--- config.mk ---
export PLATFORM = sky130hd
export DESIGN_NAME = led_ring_monitor
export DESIGN_NICKNAME = d
export VERILOG_FILES = /design/src/rtl/led_pkg.sv /design/src/rtl/led_ring_decode.sv /design/src/rtl/led_ring_monitor.sv
export SDC_FILE = /design/constraint.sdc
export NUM_CORES = 1
export LEC_CHECK = 0
export ABC_AREA = 1
export CAP_MARGIN = 5
export CORE_ASPECT_RATIO = 1.5
export CORE_MARGIN = 4
export CORE_UTILIZATION = 53
export DETAILED_ROUTE_END_ITERATION = 10
export GPL_TIMING_DRIVEN = 0
export PLACE_DENSITY = 0.78
export SKIP_CTS_REPAIR_TIMING = 1
export SLEW_MARGIN = 20
export SYNTH_ARGS = -nofsm -noshare
export SYNTH_HDL_FRONTEND = slang
export SYNTH_HIERARCHICAL = 1
export SYNTH_SLANG_ARGS = --single-unit
--- constraint.sdc ---
create_clock -name clk -period 10.5 [get_ports clk]
set_clock_uncertainty 0.1 [all_clocks]
set_input_delay 1.575 -clock clk [delete_from_list [all_inputs] [get_ports clk]]
set_output_delay 1.575 -clock clk [all_outputs]
set_load 0.1 [all_outputs]
--- src/rtl/led_pkg.sv ---
// Shared widths and enums for the rotating LED-segment monitor.
package led_pkg;

    localparam int LED_W  = 16;
    localparam int LEN_W  = 5;
    localparam int HEAD_W = 4;

    // Lock state of the monitor.
    typedef enum logic {
        UNLOCKED = 1'b0,
        LOCKED   = 1'b1
    } state_e;

    // How a well-formed frame relates to the stored reference frame.
    typedef enum logic [1:0] {
        HOLD    = 2'd0,
        ADVANCE = 2'd1,
        ILLEGAL = 2'd2
    } cls_e;

endpackage

--- src/rtl/led_ring_decode.sv ---
// Combinational decoder for one LED frame: segment length, head position and
// whether the lit bits form exactly one contiguous run around the ring.
module led_ring_decode
    import led_pkg::*;
(
    input  logic [LED_W-1:0]  led,
    output logic [LEN_W-1:0]  len,
    output logic [HEAD_W-1:0] head,
    output logic              well_formed
);

    logic [LEN_W-1:0] n_heads;

    // Count lit bits and falling edges (lit bit followed by a dark neighbour);
    // a single falling edge means a single circular run, and it marks the head.
    always_comb begin
        len     = '0;
        head    = '0;
        n_heads = '0;
        for (int i = 0; i < LED_W; i++) begin
            len = len + LEN_W'(led[i]);
            if (led[i] && !led[(i + 1) % LED_W]) begin
                n_heads = n_heads + LEN_W'(1);
                head    = HEAD_W'(i);
            end
        end
        well_formed = (n_heads == LEN_W'(1)) && (len != '0) && (len != LEN_W'(LED_W));
    end

endmodule

--- src/rtl/led_ring_monitor.sv ---
// Observer for the rotating LED-segment bus: decodes each sampled frame,
// checks for legal one-step rotation, tracks lock and counts locked advances.
// Handshake: there is no back-pressure; a frame is consumed on every rising
// edge where sample is high, and ignored otherwise.
module led_ring_monitor
    import led_pkg::*;
#(
    parameter int LOCK_COUNT = 2
) (
    input  logic        clk,
    input  logic        rst,
    input  logic        sample,
    input  logic [15:0] led,
    output logic [4:0]  seg_len,
    output logic [3:0]  seg_head,
    output logic        locked,
    output logic [15:0] step_cnt,
    output logic        err
);

    localparam logic [4:0] LOCK_THRESH = 5'(LOCK_COUNT);

    logic [LEN_W-1:0]  dec_len;
    logic [HEAD_W-1:0] dec_head;
    logic              dec_wf;
    cls_e              cls;

    state_e            state_q, state_d;
    logic              have_ref_q, have_ref_d;
    logic [LEN_W-1:0]  ref_len_q, ref_len_d;
    logic [HEAD_W-1:0] ref_head_q, ref_head_d;
    logic [3:0]        acq_q, acq_d;
    logic [LEN_W-1:0]  seg_len_q, seg_len_d;
    logic [HEAD_W-1:0] seg_head_q, seg_head_d;
    logic [15:0]       step_cnt_q, step_cnt_d;
    logic              err_q, err_d;

    led_ring_decode u_decode (
        .led         (led),
        .len         (dec_len),
        .head        (dec_head),
        .well_formed (dec_wf)
    );

    // Classify the incoming frame against the stored reference.
    always_comb begin
        cls = ILLEGAL;
        if (dec_len == ref_len_q) begin
            if (dec_head == ref_head_q) begin
                cls = HOLD;
            end else if (dec_head == ref_head_q + HEAD_W'(1)) begin
                cls = ADVANCE;
            end
        end
    end

    // State register for the lock FSM.
    always_ff @(posedge clk) begin
        if (rst) begin
            state_q <= UNLOCKED;
        end else begin
            state_q <= state_d;
        end
    end

    // Next-state and datapath update for one sampled frame.
    always_comb begin
        state_d    = state_q;
        have_ref_d = have_ref_q;
        ref_len_d  = ref_len_q;
        ref_head_d = ref_head_q;
        acq_d      = acq_q;
        seg_len_d  = seg_len_q;
        seg_head_d = seg_head_q;
        step_cnt_d = step_cnt_q;
        err_d      = 1'b0;
        if (sample) begin
            if (!dec_wf) begin
                // Malformed frame: flag it and restart acquisition from scratch.
                err_d      = 1'b1;
                have_ref_d = 1'b0;
                acq_d      = '0;
                state_d    = UNLOCKED;
            end else begin
                seg_len_d  = dec_len;
                seg_head_d = dec_head;
                if (!have_ref_q) begin
                    have_ref_d = 1'b1;
                    ref_len_d  = dec_len;
                    ref_head_d = dec_head;
                    acq_d      = '0;
                end else begin
                    case (cls)
                        HOLD: begin
                        end
                        ADVANCE: begin
                            ref_head_d = dec_head;
                            if (state_q == LOCKED) begin
                                step_cnt_d = step_cnt_q + 16'd1;
                            end else begin
                                acq_d = acq_q + 4'd1;
                                if ({1'b0, acq_q} + 5'd1 == LOCK_THRESH) begin
                                    state_d = LOCKED;
                                end
                            end
                        end
                        default: begin
                            // Only a locked monitor treats a broken rotation as an error.
                            if (state_q == LOCKED) begin
                                err_d = 1'b1;
                            end
                            state_d    = UNLOCKED;
                            ref_len_d  = dec_len;
                            ref_head_d = dec_head;
                            acq_d      = '0;
                        end
                    endcase
                end
            end
        end
    end

    // Reference, counter and output registers.
    always_ff @(posedge clk) begin
        if (rst) begin
            have_ref_q <= 1'b0;
            ref_len_q  <= '0;
            ref_head_q <= '0;
            acq_q      <= '0;
            seg_len_q  <= '0;
            seg_head_q <= '0;
            step_cnt_q <= '0;
            err_q      <= 1'b0;
        end else begin
            have_ref_q <= have_ref_d;
            ref_len_q  <= ref_len_d;
            ref_head_q <= ref_head_d;
            acq_q      <= acq_d;
            seg_len_q  <= seg_len_d;
            seg_head_q <= seg_head_d;
            step_cnt_q <= step_cnt_d;
            err_q      <= err_d;
        end
    end

    // Outputs come straight from registers.
    always_comb begin
        locked   = (state_q == LOCKED);
        seg_len  = seg_len_q;
        seg_head = seg_head_q;
        step_cnt = step_cnt_q;
        err      = err_q;
    end

endmodule
==> results.json <==
{
  "run_status": "completed",
  "syn_nets": 756,
  "yosys_warnings": 6,
  "cp.required_ps": 10560,
  "min_path_type": "reg2reg",
  "nFillCells": 716,
  "drtAntennaViolNets": 0,
  "io_pins": 46,
  "hpwl_um": 8797,
  "synth_seq_cells": 41,
  "max_stage_delay_ps": 320,
  "vias": 4557,
  "rows": 40,
  "finalCritPeriodShare_pct": 96.65,
  "final_area_um2": 5426,
  "grt_pass1_wl_um": 17800,
  "final_util_pct": 67.77,
  "synth_cell_types": 40,
  "final_common_cell": "nand2_1",
  "dpl_worst_slack_ps": -1398,
  "port_buffers": 44,
  "antenna_found_initial": 0,
  "path_class": "in2reg",
  "clk_pin_slew_ps": 60,
  "nets": 821,
  "fin_cells": 873,
  "core_um2": 8008,
  "p_leak_nw": 2.672,
  "critical_path_buf_inv_count": 10,
  "cp_max_fo": 8,
  "first_global_vias": 4257,
  "cts_tree": "yes",
  "total_power_mw": 0.8577,
  "cp-end-kind": "flip-flop",
  "synthCells": 702,
  "first_pass_iters": 4,
  "syn_area_um2": 4372,
  "numCtsBuffers": 5,
  "grt_usage_pct": 22.58,
  "post-route-drc-count": 0,
  "die_area_um2": 9796,
  "slowest_stage": "ha_1",
  "gp_congestion": 0.9247,
  "finalHoldViolCount": 0,
  "placed_area_um2": 4971,
  "diodes": 0,
  "die_h_um": 119.2,
  "grt_max_degree": 14,
  "setup_viol": 0,
  "die_w_um": 82.16,
  "syn2layout_area_growth_pct": 24.13,
  "drive_above_1_share_pct": 18.36,
  "worst_slack_ps": 352.0,
  "cts_sinks": 41,
  "first_iter_violations": 147,
  "vdd_drop_max_mv": 0.1059,
  "clock_latency_ps": 290,
  "start_util_pct": 54.59,
  "whs_ps": 379.4,
  "htreeDepth": 2,
  "clk_path_buf_depth": 2,
  "fmax_mhz": 98.54,
  "wirelength_um": 11070,
  "drv_cap": 0,
  "crit_arrival_ps": 10210,
  "dpl.cell_count": 851,
  "slew_headroom_pct": 34.91,
  "tns_ps": 0,
  "avgSynthCellArea_um2": 6.227,
  "vias_per_cell": 5.220,
  "final_cell_mix": "nand2_1, inv_1, nand3_1",
  "wire_per_inst_um": 12.68,
  "power_density_nw_per_um2": 158.1,
  "slew_viol_final": 0,
  "worst_pin_slew_ps": 973.3,
  "period_needed_ps": 10150,
  "ys_seq_area_share_pct": 18.78,
  "crit_path_start_kind": "input pin",
  "overflow": 0,
  "root_buffer": "clkbuf_16",
  "critPathTopFamily": "adder cells"
}
## path summary, 6_finish.rpt
kind | cells after the start | slack, ps | end | start
setup / recovery | 61 | 350 | step_cnt[7] | led[1]
hold / removal | 2 | 380 | ref_head_q[3] | ref_head_q[3]
setup reg to reg | 14 | 8540 | ref_len_q[2] | ref_head_q[1]
hold reg to reg | 2 | 380 | ref_head_q[3] | ref_head_q[3]
## worst min-delay path, stage by stage, from the launching register on
cell and delay (ps):
dfxtp_1 310, inv_1 60, a21oi_1 60
## report_power, final
group | leakage, nW | internal (mW) | total (mW) | switching (mW)
clock | 0.0810 | 0.113 | 0.178 | 0.0650
sequential | 0.333 | 0.175 | 0.189 | 0.0136
combinational | 2.26 | 0.176 | 0.491 | 0.315
total | 2.67 | 0.464 | 0.858 | 0.394
## flip-flops by register name (all words and copies together), names as in the netlist
register	count
acq_q	4
err	1
have_ref_q	1
locked	1
ref_head_q	4
ref_len_q	5
seg_head	4
seg_len	5
step_cnt	16
## cells in the mapped netlist (all sizes together)
cell type	number	area (um2)
nor2	78	342.8
dfxtp	41	820.8
xor2	11	96.34
o22ai	1	6.260
xnor2	11	96.34
nand3b	5	37.54
o21ai	20	107.6
inv	134	508.0
clkinv	1	3.750
fa	10	200.2
buf	5	26.27
clkbuf	4	15.01
a211oi	1	7.510
or2	7	43.80
nand3	85	508.0
o311ai	1	8.760
nor3b	1	7.510
o31ai	2	15.01
nand4	6	37.54
a21boi	1	11.26
a21oi	30	153.9
a31oi	4	25.02
ha	25	312.8
nor3	11	55.05
nand2	207	924.6
## final cells by class
type                       instances  area [um2]  share of cell area (%)
sequential                        41       820.8                   15.13
multi-input combinational        517        3179                   58.59
timing repair buffer              58       555.5                   10.24
tap                              105       131.4                   2.421
buffer                             9       57.56                   1.061
clock buffer                       6       128.9                   2.375
inverter                         135       514.2                   9.477
clock inverter                     2       38.79                  0.7148
## cell families (layout without fill, tap and decap cells)
logic type	Yosys count	after routing	share of synthesized area, %
compound gates	60	60	7.670
buf+inv	144	210	12.65
fa+ha+maj	35	35	11.73
xor+xnor	22	22	4.407
flops	41	41	18.78
simple gates	400	400	44.76
## routing by layer
metal	routed length (um)	up-vias	part of all wire, %	global-route usage (%)
met4	492	0	4.4	10.60
met3	392	38	3.5	2.345
met2	6229	122	56	44.53
li1	-	2313	-	-
met1	3952	2084	36	21.98
met5	0	-	0	0
(Power assumes the default switching activity.)
==> edit 1: new RTL, same flow settings <==
Reset style: asynchronous (`rst`), changed in 2 clocked blocks.
--- a/src/rtl/led_ring_monitor.sv
+++ b/src/rtl/led_ring_monitor.sv
@@ -55,7 +55,7 @@
     end
 
     // State register for the lock FSM.
-    always_ff @(posedge clk) begin
+    always_ff @(posedge clk or posedge rst) begin
         if (rst) begin
             state_q <= UNLOCKED;
         end else begin
@@ -121,7 +121,7 @@
     end
 
     // Reference, counter and output registers.
-    always_ff @(posedge clk) begin
+    always_ff @(posedge clk or posedge rst) begin
         if (rst) begin
             have_ref_q <= 1'b0;
             ref_len_q  <= '0;
Behaviour: differs if rst is asserted again (counterexample within 4 cycles, from zero or initial values and one cycle with rst high); with rst held inactive, the same outputs for 4 cycles.
==> edit 1 against the unedited design <==
  * Global-route usage fell by 1.2 points
  * Worst setup slack lost 0.017 ns
  * Area after synthesis increased by 1.7%
  * Hold slack gained 0.016 ns
  * Register-to-register slack worse by 0.09 ns
  * Sequential cell count unchanged
  * Synthesized cell count fell by 3.7%
  * Wire length rose by 0.89%
  * Fmax decreased by 0.17%
  * Final area is 2.8% higher
  * Total power up 16%
  * Core utilization up 1.0 points
  * Count of clock-buffer cells in the layout rose by 1
==> edit 1: results <==
set metrics [dict create \
    ys_top_cells_by_count "203 x nand2_1, 116 x inv_1, 63 x nand3_1, 45 x nor2_1, 41 x dfrtp_1" \
    totalWireLength_mm 11.2 \
    min-delay-start "seg_len[4]" \
    yosysUniqueCellTypes 40 \
    gp_congestion 0.860 \
    synthArstFlopShare 1.00 \
    setup_tns_ns 0 \
    grt_pass1_vias 4299 \
    tightest_slew_ns 0.983 \
    top_layer "met4" \
    total_leakage_power_uw 0.00299 \
    grt_usage 0.214 \
    fin_nets 798 \
    synth_seq_area_share 0.231 \
    numCtsBuffers 5 \
    ant_nets 0 \
    syn_nets 730 \
    status "completed" \
    hold_path_depth 2 \
    n_antenna_cell 0 \
    first_iter_violations 175 \
    dp_hpwl_mm 8.49 \
    clk_pin_slew_worst_paths_ns 0.06 \
    critical_path.max_fanout 6 \
    antenna_found_initial 0 \
    cp.arrival_ns 10.24 \
    first_pass_iters 4 \
    synth_area_leaders "dfrtp_1 23%, nand2_1 17%, inv_1 9.8%, nand3_1 7.1%, ha_1 7.0%" \
    hold_path_class "reg -> reg" \
    grt_max_degree 25 \
    yosys_warnings 6 \
    synthFlopType "dfrtp_1" \
    crit_path_start "led[1]" \
    clock_path_buffers 2 \
    vdd_drop_max_uv 166 \
    cts_root_buffer "clkbuf_16" \
    r2r-start "ref_head_q[0]" \
    largest_register_ffs 16 \
    cp_slowest_stage_delay_ns 0.32 \
    grt_pass1_wl_mm 18.1 \
    wirelength_met1_mm 4.21 \
    dr_wl_met3_um 371 \
    vias 4454 \
    insertion_delay_ns 0.29 \
    drive_gt1_frac 0.204 \
    crit_slowest_cell "ha_1" \
    reg2reg_slack_ns 8.45 \
    cts_max_level 2 \
    wl_met2_mm 6.33 \
    r2r_cells 12 \
]
## edit 1: cells by family after synthesis
group / synth area share
XOR/XNOR: 0.0433
AO/OA/AOI/OAI: 0.0523
adder cells (fa/ha/maj): 0.115
buffers and inverters: 0.116
flip-flops: 0.231
AND/OR/NAND/NOR: 0.442
## edit 1: path summary, 6_finish.rpt
kind	end
min	seg_len[4]
min in group asynchronous	acq_q[0]
max	step_cnt[7]
max reg2reg	step_cnt[7]
min reg2reg	seg_len[4]
max in group asynchronous	step_cnt[0]
## edit 1: area by class of cell
type	count	area, um^2
buffer	7	58.8
clock buffer	7	133
clock inverter	1	7.51
fill	696	2530
inverter	126	479
multi-input combinational	502	3140
sequential	41	1030
tap	105	131
timing repair buffer	61	606
## edit 1: routing by layer
layer  up-vias  track usage
li1       2232            -
met1      2089        0.209
met2       109        0.440
met5         -            0
met4         0       0.0910
met3        24       0.0259
## edit 1: power breakdown
group / switching (uW) / internal [uW]
Sequential: 28.2 / 193
Clock: 64.3 / 88.4
Combinational: 414 / 209
Total: 506 / 491
## edit 1: per-stage QoR
stage	instance area [um^2]	util	instances	hold WS [ns]	setup slack, ns
after floorplan	4500	-	676	0.362	0.00375
after global placement	5070	0.625	825	0.375	-1.06
after detailed placement	5100	0.629	826	0.375	-1.32
after CTS	5240	0.646	834	0.391	-1.03
after global routing	5580	0.688	850	0.405	-0.142
final	5580	0.688	850	0.396	0.335
## edit 1: critical path: cells and delay by family
kind / cells / cell delay, ns
buffers and inverters: 11 / 0.81
AND/OR/NAND/NOR: 29 / 3.24
adder cells (fa/ha/maj): 15 / 3.76
AO/OA/AOI/OAI: 6 / 0.65
XOR/XNOR: 1 / 0.16
==> edit 2: new RTL, config.mk and constraints unchanged <==
Made on the original files. Register the inputs `sample` and `led` before use. The logic sees them one clock later.
--- a/src/rtl/led_ring_monitor.sv
+++ b/src/rtl/led_ring_monitor.sv
@@ -20,6 +20,14 @@
 
     localparam logic [4:0] LOCK_THRESH = 5'(LOCK_COUNT);
 
+    logic sample_q;
+    logic [15:0] led_q;
+
+    always_ff @(posedge clk) begin
+        sample_q <= sample;
+        led_q    <= led;
+    end
+
     logic [LEN_W-1:0]  dec_len;
     logic [HEAD_W-1:0] dec_head;
     logic              dec_wf;
@@ -36,7 +44,7 @@
     logic              err_q, err_d;
 
     led_ring_decode u_decode (
-        .led         (led),
+        .led         (led_q),
         .len         (dec_len),
         .head        (dec_head),
         .well_formed (dec_wf)
@@ -74,7 +82,7 @@
         seg_head_d = seg_head_q;
         step_cnt_d = step_cnt_q;
         err_d      = 1'b0;
-        if (sample) begin
+        if (sample_q) begin
             if (!dec_wf) begin
                 // Malformed frame: flag it and restart acquisition from scratch.
                 err_d      = 1'b1;
Formal check against the unedited RTL: not equivalent (Yosys sat finds a counterexample within 4 cycles, from zero or initial values and one cycle with rst high).
==> edit 2 against the unedited design <==
  * Wire length rose by 2.0%
  * Area after synthesis up 5.9%
  * Worst setup slack improved by 0.31 ns
  * First-iteration DRC count increased by 61%
  * Hold slack got worse by 0.0044 ns
  * Total power rose by 9.1%
  * Final cell count increased by 3.7%
  * Count of clock-buffer cells in the layout up 5
  * Sequential cell count grew 17
  * Final area up 3.9%
  * Combinational power down 24%
==> edit 2: results <==
set metrics [dict create \
    synth_area_leaders "dfxtp_1 25%, nand2_1 16%, inv_1 9.9%, nand3_1 9.0%, ha_1 7.0%" \
    numCtsBuffers 9 \
    status "completed" \
    crit_path_start "led_q[1]" \
    total_leakage_power_uw 0.00279 \
    grt_pass1_vias 4620 \
    syn_nets 789 \
    cts_max_level 3 \
    insertion_delay_ns 0.33 \
    crit_slowest_cell "dfxtp_2" \
    dp_slack_ns -0.0423 \
    dp_hpwl_mm 8.77 \
    vias_per_cell 5.30 \
    first_iter_violations 236 \
    drive_gt1_frac 0.113 \
    clk_pin_slew_worst_paths_ns 0.05 \
    grt_pass1_wl_mm 18.9 \
    r2r-start "led_q[1]" \
    grt_max_degree 11 \
    ys_top_cells_by_count "201 x nand2_1, 122 x inv_1, 83 x nand3_1, 72 x nor2_1, 58 x dfxtp_1" \
    maxSlewHeadroom 0.339 \
    synth_seq_area_share 0.251 \
    fin_nets 848 \
    grt_usage 0.224 \
    first_pass_iters 5 \
    cpLargestDelayFamily "simple AND/OR/NAND/NOR gates" \
    vdd_drop_max_uv 105 \
]
-- edit 2: cell types whose count changed after synthesis, sizes merged, moves of 3 or more --
cell,delta
nand2,+16
o21ai,-3
a31oi,-3
or2,+3
nor3,-5
dfxtp,+17
a21oi,+3
nand3,+3
inv,-3
-- edit 2: cell families after synthesis --
kind of cell | Yosys count | share of synthesized area
AND/OR/NAND/NOR | 418 | 0.408
buffers and inverters | 139 | 0.115
AO/OA/AOI/OAI | 62 | 0.0735
flip-flops | 58 | 0.251
adder cells (fa/ha/maj) | 36 | 0.114
XOR/XNOR | 21 | 0.0397
-- edit 2: per-stage QoR --
stage	cells	power [uW]	instance area [um^2]	TNS (ns)
floorplan	734	530	4630	0
global placement	885	596	5200	0
detailed placement	885	611	5200	-0.184
CTS	901	930	5520	-1.45
global route	905	1000	5640	-0.116
finish	905	936	5640	0
-- edit 2: metal layers --
metal / track usage / routed length, um
met5: 0 / 0
met4: 0.111 / 451
met3: 0.0490 / 474
met2: 0.449 / 6220
met1: 0.209 / 4140
-- edit 2: final timing paths --
kind	endpoint	slack [ns]	depth (start not counted)
setup / recovery	step_cnt[6]	0.66	60
hold / removal	ref_head_q[3]	0.37	2
setup reg to reg	step_cnt[6]	0.66	60
hold reg to reg	ref_head_q[3]	0.37	2
-- edit 2: layout make-up --
cell class / instances / area (um^2)
fill: 765 / 2830
timing repair buffer: 48 / 470
tap: 107 / 134
buffer: 8 / 46.3
clock inverter: 5 / 77.6
sequential: 58 / 1160
multi-input combinational: 537 / 3010
inverter: 131 / 494
clock buffer: 11 / 243
-- edit 2: power by group --
part           internal (uW)  total [uW]  switching [uW]
Sequential               235         248            12.8
Combinational            125         372             247
Clock                    213         316             103
